===== src/rtl/imager_pkg.sv =====
// Shared types and elaboration helpers for the imager front-end parser.
// Holds the parser state encoding and the parameter legality check.
package imager_pkg;

  typedef enum logic [2:0] {
    ST_X_LOW  = 3'd0,
    ST_X_HIGH = 3'd1,
    ST_Y_LOW  = 3'd2,
    ST_Y_HIGH = 3'd3,
    ST_PIXELS = 3'd4,
    ST_DONE   = 3'd5,
    ST_ERR    = 3'd6
  } state_t;

  localparam int MAX_COORD_BYTES = 4;
  localparam int MAX_CH          = 4;

  function automatic int coord_w(input int bytes);
    return 8 * bytes;
  endfunction

  function automatic bit params_ok(
    input int cr,
    input int sp,
    input int cb,
    input int nc
  );
    return (cr >= 2) && (cr <= 16) &&
           (sp >= 0) && (sp < cr) &&
           (cb >= 1) && (cb <= MAX_COORD_BYTES) &&
           (nc >= 1) && (nc <= MAX_CH);
  endfunction

endpackage


===== src/rtl/imager_byte_slot.sv =====
// Free-running byte-slot timer; strobes once per slot at the sample phase.
// The timer is never realigned by the frame qualifier.
module imager_byte_slot
  import imager_pkg::*;
#(
  parameter int CLK_RATIO    = 8,
  parameter int SAMPLE_PHASE = 1,
  localparam int TW = (CLK_RATIO > 2) ? $clog2(CLK_RATIO) : 1
) (
  input  logic clk_in,
  input  logic rst_n,
  output logic strobe
);

  logic [TW-1:0] timer;

  always_ff @(posedge clk_in or negedge rst_n) begin
    if (!rst_n) begin
      timer <= '0;
    end else if (timer == TW'(CLK_RATIO - 1)) begin
      timer <= '0;
    end else begin
      timer <= timer + TW'(1);
    end
  end

  assign strobe = (timer == TW'(SAMPLE_PHASE));

endmodule


===== src/rtl/imager_parser_gen2.sv =====
// Imager byte-stream parser: header capture, pixel assembly, x/y tagging.
// Header is four little-endian coordinates, then NUM_CH bytes per pixel.
module imager_parser_gen2
  import imager_pkg::*;
#(
  parameter int CLK_RATIO    = 8,
  parameter int SAMPLE_PHASE = 1,
  parameter int COORD_BYTES  = 4,
  parameter int NUM_CH       = 3,
  localparam int COORD_W = coord_w(COORD_BYTES),
  localparam int PIX_W   = 8 * NUM_CH
) (
  input  logic               clk_in,
  input  logic               rst_n,
  input  logic               pxq,
  input  logic [7:0]         d_in,
  output logic [PIX_W-1:0]   pix_data,
  output logic               pix_valid,
  output logic [COORD_W-1:0] pix_x,
  output logic [COORD_W-1:0] pix_y,
  output logic [COORD_W-1:0] line_width,
  output logic [COORD_W-1:0] pic_height,
  output logic               dimensions_valid,
  output logic               hdr_err,
  output logic               frame_done
);

  if (!params_ok(CLK_RATIO, SAMPLE_PHASE, COORD_BYTES, NUM_CH)) begin : g_bad_params
    $error("imager_parser_gen2: illegal parameter set");
  end

  state_t state;
  state_t state_nxt;

  logic               slot_strobe;
  logic               sample;
  logic [1:0]         byte_idx;
  logic [1:0]         ch;
  logic               hdr_full;
  logic [COORD_W-1:0] x_low;
  logic [COORD_W-1:0] x_high;
  logic [COORD_W-1:0] y_low;
  logic [COORD_W-1:0] y_high;
  logic [COORD_W-1:0] cur;
  logic [COORD_W-1:0] ins;
  logic               is_hdr;
  logic               byte_last;
  logic               ch_last;
  logic               x_last;
  logic               y_last;
  logic               bad;

  imager_byte_slot #(
    .CLK_RATIO   (CLK_RATIO),
    .SAMPLE_PHASE(SAMPLE_PHASE)
  ) u_slot (
    .clk_in(clk_in),
    .rst_n (rst_n),
    .strobe(slot_strobe)
  );

  assign sample    = slot_strobe & pxq;
  assign byte_last = (byte_idx == 2'(COORD_BYTES - 1));
  assign ch_last   = (ch == 2'(NUM_CH - 1));
  assign x_last    = (pix_x == line_width - COORD_W'(1));
  assign y_last    = (pix_y == pic_height - COORD_W'(1));
  assign bad       = (x_high <= x_low) || (y_high <= y_low);
  assign is_hdr    = (state == ST_X_LOW) || (state == ST_X_HIGH) ||
                     (state == ST_Y_LOW) || (state == ST_Y_HIGH);

  // Current coordinate with the incoming byte merged in at byte_idx.
  always_comb begin
    cur = x_low;
    unique case (state)
      ST_X_HIGH: cur = x_high;
      ST_Y_LOW:  cur = y_low;
      ST_Y_HIGH: cur = y_high;
      default:   cur = x_low;
    endcase
    ins = cur;
    for (int b = 0; b < COORD_BYTES; b++) begin
      if (byte_idx == 2'(b)) ins[8*b +: 8] = d_in;
    end
  end

  always_ff @(posedge clk_in or negedge rst_n) begin
    if (!rst_n) state <= ST_X_LOW;
    else        state <= state_nxt;
  end

  always_comb begin
    state_nxt = state;
    if (!pxq) begin
      state_nxt = ST_X_LOW;
    end else begin
      unique case (state)
        ST_X_LOW:  if (sample && byte_last) state_nxt = ST_X_HIGH;
        ST_X_HIGH: if (sample && byte_last) state_nxt = ST_Y_LOW;
        ST_Y_LOW:  if (sample && byte_last) state_nxt = ST_Y_HIGH;
        ST_Y_HIGH: if (hdr_full) state_nxt = bad ? ST_ERR : ST_PIXELS;
        ST_PIXELS: begin
          if (sample && ch_last && x_last && y_last) state_nxt = ST_DONE;
        end
        default:   state_nxt = state;
      endcase
    end
  end

  always_ff @(posedge clk_in or negedge rst_n) begin
    if (!rst_n) begin
      byte_idx         <= '0;
      ch               <= '0;
      hdr_full         <= 1'b0;
      x_low            <= '0;
      x_high           <= '0;
      y_low            <= '0;
      y_high           <= '0;
      line_width       <= '0;
      pic_height       <= '0;
      pix_data         <= '0;
      pix_valid        <= 1'b0;
      pix_x            <= '0;
      pix_y            <= '0;
      dimensions_valid <= 1'b0;
      hdr_err          <= 1'b0;
      frame_done       <= 1'b0;
    end else begin
      pix_valid  <= 1'b0;
      frame_done <= 1'b0;
      if (!pxq) begin
        byte_idx         <= '0;
        ch               <= '0;
        hdr_full         <= 1'b0;
        pix_x            <= '0;
        pix_y            <= '0;
        dimensions_valid <= 1'b0;
        hdr_err          <= 1'b0;
      end else begin
        if (sample && is_hdr) begin
          unique case (state)
            ST_X_HIGH: x_high <= ins;
            ST_Y_LOW:  y_low  <= ins;
            ST_Y_HIGH: y_high <= ins;
            default:   x_low  <= ins;
          endcase
          byte_idx <= byte_last ? 2'd0 : byte_idx + 2'd1;
          if (state == ST_Y_HIGH && byte_last) begin
            hdr_full   <= 1'b1;
            line_width <= x_high - x_low;
            pic_height <= ins - y_low;
          end
        end
        // Validation runs one edge after y_high is complete.
        if (state == ST_Y_HIGH && hdr_full) begin
          hdr_full <= 1'b0;
          if (bad) hdr_err <= 1'b1;
          else     dimensions_valid <= 1'b1;
        end
        if (sample && state == ST_PIXELS) begin
          for (int k = 0; k < NUM_CH; k++) begin
            if (ch == 2'(k)) pix_data[8*k +: 8] <= d_in;
          end
          ch <= ch_last ? 2'd0 : ch + 2'd1;
          if (ch_last) begin
            pix_valid  <= 1'b1;
            frame_done <= x_last && y_last;
          end
        end
        // Position advances after the pulse so pix_x/pix_y tag the pixel.
        if (pix_valid && !frame_done) begin
          if (x_last) begin
            pix_x <= '0;
            pix_y <= pix_y + COORD_W'(1);
          end else begin
            pix_x <= pix_x + COORD_W'(1);
          end
        end
      end
    end
  end

endmodule


===== config.mk =====
export PLATFORM = sky130hd
export DESIGN_NAME = imager_parser_gen2
export DESIGN_NICKNAME = d
export VERILOG_FILES = /design/src/rtl/imager_pkg.sv /design/src/rtl/imager_byte_slot.sv /design/src/rtl/imager_parser_gen2.sv
export SDC_FILE = /design/constraint.sdc
export NUM_CORES = 1
export LEC_CHECK = 0
export CORE_MARGIN = 2
export CORE_UTILIZATION = 60
export DETAILED_ROUTE_END_ITERATION = 10
export GPL_TIMING_DRIVEN = 0
export PLACE_DENSITY = 0.81
export SLEW_MARGIN = 20
export SYNTH_ARGS = -nofsm -noshare
export SYNTH_HDL_FRONTEND = slang
export SYNTH_HIERARCHICAL = 1
export SYNTH_SLANG_ARGS = --single-unit

===== constraint.sdc =====
create_clock -name clk_in -period 8.1 [get_ports clk_in]
set_input_delay 2.43 -clock clk_in [delete_from_list [all_inputs] [get_ports clk_in]]
set_output_delay 2.43 -clock clk_in [all_outputs]
set_load 0.01 [all_outputs]

==> impl_metrics.yaml <==
status:
  status: "finished, final reports clean"
clocking:
  cts_sinks: 295
  ctsHoldBuffers: 0
  post_cts_buffers: 0
  h-tree-depth: 2
  clk_pin_slew_worst_paths_ps: 60
  cts_buffers: 34
  clockBufferDepth: 3
  tritoncts: "built"
  cts_resized: 0
  root_buffer: "clkbuf_16"
  insertion_delay_ps: 530
timing:
  fin_crit_sh_pct: 79.9
  finClkSkew_ps: 18.0
  tightest_slew_ps: 1010
  fmax_ghz: 0.154
  finalSetupViolCount: 0
  maxSlewViolCount: 0
  rsz0062_at_grt: "no"
  fin_crit_ps: 6470
  slew_headroom_pct: 32.1
  hold_viol: 0
critical_path:
  path_max_fanout: 7
  endpoint: "pic_height[30]"
  worstPathArrival_ps: 6840
  r2r_setup_slack_ps: 2130
  crit_chain: "clkdlybuf4s50_1, a21oi_1, inv_1, ha_1, o21ai_0, o21a_1, nor3_1, a21oi_1, o211a_1, o31ai_1, o311a_1, a211oi_1, xor2_1, o21ai_0"
  cpMaxStageDelayCell: "clkdlybuf4s50_1"
  crit_path_end_kind: "register"
  timing.rr.end: "pic_height[28]"
  crit_start: "d_in[4]"
  max_stage_delay_ps: 740
  reg2reg_depth: 18
  worstSetupStartpointType: "primary input"
  r2r_start: "state[0]"
  required_ps: 8470
  setup.worst_path.class: "primary input to register"
logic_synthesis:
  avgSynthCellArea_um2: 8.54
  ys_seq_elements: 295
  yosysWarningCount: 6
  netlist_instances: 2244
  ys_seq_area_share_pct: 38.5
  yosys-top-cells-area: "dfrtp_1 (39%), ha_1 (6.9%), a21oi_1 (6.3%), nor2_1 (5.7%), xnor2_1 (4.9%)"
  async_reset_ff_share_pct: 100
  synth.top_cells.by_count: "dfrtp_1 (295), nor2_1 (290), a21oi_1 (242)"
  syn-num-nets: 2363
  netlist.top_cell.by_area: "dfrtp_1"
  netlist_area_mm2: 0.0192
  synth_ff_type: "dfrtp_1"
  synth_top_area_share_pct: 38.5
  synth_edf_count: 0
  yosysMostFrequentCell: "dfrtp_1"
  yosysUniqueCellTypes: 73
detailed_routing:
  drt_iter0_drc: 1637
  drtPass1Iterations: 6
  remaining_drc_errors: 0
  vias: 18340
  drtAntennaViolNets: 0
  wl_met1_mm: 25.0
  viasPerCell: 6.37
  top_layer_used: "met5"
  routed-wl-met2_mm: 28.7
  wl_per_cell_um: 21.6
  routed_wl_mm: 62.2
  wl_met3_mm: 5.79
final_layout:
  final_cells: 2877
  drive_gt1_share_pct: 5.21
  num_antenna_cells: 0
  final_cell_area_mm2: 0.0226
  fill_cells: 2476
  nNetsFinal: 2570
  utilization_pct: 71.7
  syn_to_final_growth_pct: 17.9
floorplan:
  ios: 167
  die_h_um: 183
  core_area_mm2: 0.0315
  start_util_pct: 60.9
  die_w_um: 183
  die-area_mm2: 0.0334
  fp-row-count: 65
power:
  peakVddDrop_mv: 0.164
  total_leakage_power_nw: 10.3
  power.density_mw_per_mm2: 150
  total_power_mw: 3.39
global_route:
  grt_usage_pct: 37.2
  grt_pass1_wl_mm: 97.0
  grt_max_degree: 101
  grt_overflow: 0
  antenna_found_initial: 1
  grt_pass1_vias: 17526
placement:
  io_buffers: 166
  place_hpwl_mm: 47.3
  placed_area_mm2: 0.0214
  place_congestion: 1.01
  dp_cells: 2817
worst_hold_path:
  min_path_type: "register to register"
job:
  cap_violations: 0
==> cell type report <==
cell class / count / area, µm² / share of cell area (%)
sequential: 295 / 7380 / 32.7
multi-input combinational: 1720 / 10900 / 48.3
clock inverter: 11 / 96.3 / 0.427
tap: 402 / 503 / 2.23
timing repair buffer: 171 / 1760 / 7.81
inverter: 128 / 480 / 2.13
clock buffer: 49 / 1050 / 4.65
buffer: 101 / 390 / 1.73
==> state kept, by name, summed over array words and instances, names as in the netlist <==
| register | count |
|---|---|
| x_low | 32 |
| ch | 2 |
| hdr_err | 1 |
| x_high | 32 |
| dimensions_valid | 1 |
| y_high | 32 |
| u_slot/timer | 3 |
| y_low | 32 |
| state | 3 |
| line_width | 32 |
| pix_y | 32 |
| pic_height | 32 |
| frame_done | 1 |
| hdr_full | 1 |
| pix_x | 32 |
| pix_data | 24 |
| byte_idx | 2 |
| pix_valid | 1 |
==> critical path: cells and delay by family <==
kind,cells,cell delay (ps)
XOR/XNOR,1,150
adder cells (fa/ha/maj),1,350
AND/OR/NAND/NOR,1,420
buffers and inverters,2,840
AO/OA/AOI/OAI,9,2650
==> routing by layer <==
| layer | up-vias | GRT usage [%] |
|---|---|---|
| met4 | 2 | 15.1 |
| met5 | - | 0 |
| met3 | 192 | 6.11 |
| li1 | 8334 | - |
| met2 | 971 | 60.4 |
| met1 | 8841 | 49.8 |
==> cell usage in the layout (no fill, tap or decap), drive strengths merged, types with 47 or more instances in the layout <==
cell type and n:
a21oi 242, clkbuf 136, clkdlybuf4s50 165, dfrtp 295, ha 106, inv 128, nand2 190, nand3 47
nor2 290, o21ai 139, xnor2 107, xor2 75
==> cells by family after synthesis <==
logic type	count (synthesis)	synth area share, %
AND/OR/NAND/NOR	758	18.6
AO/OA/AOI/OAI	604	19.1
flip-flops	295	38.5
buffers and inverters	229	4.55
XOR/XNOR	182	8.32
adder cells (fa/ha/maj)	108	7.13
multiplexers	68	3.75
==> how the worst min path moves through the flow <==
| stage | startpoint | cells after the start | to |
|---|---|---|---|
| after floorplan | u_slot/timer[0] | 1 | u_slot/timer[0] |
| after global placement | u_slot/timer[0] | 1 | u_slot/timer[0] |
| after detailed placement | u_slot/timer[0] | 1 | u_slot/timer[0] |
| after CTS | u_slot/timer[0] | 1 | u_slot/timer[0] |
| after global routing | u_slot/timer[0] | 1 | u_slot/timer[0] |
| final | u_slot/timer[0] | 1 | u_slot/timer[0] |
==> through the flow <==
stage | setup slack [ps] | hold WS [ps] | TNS [ps]
3_5_place_dp | 1300 | 451 | 0
4_1_cts | 1800 | 464 | 0
6_report | 1630 | 461 | 0
3_3_place_gp | -7740 | 447 | -2274630
2_1_floorplan | 2840 | 430 | 0
5_1_grt | 1460 | 489 | 0
==> power by group <==
part	switching, mW	internal (mW)	total, mW	leakage (nW)
registers	0.00752	1.48	1.49	4.09
logic	0.217	0.107	0.324	5.65
clock network	0.639	0.937	1.58	0.565
(Power assumes the default switching activity.)
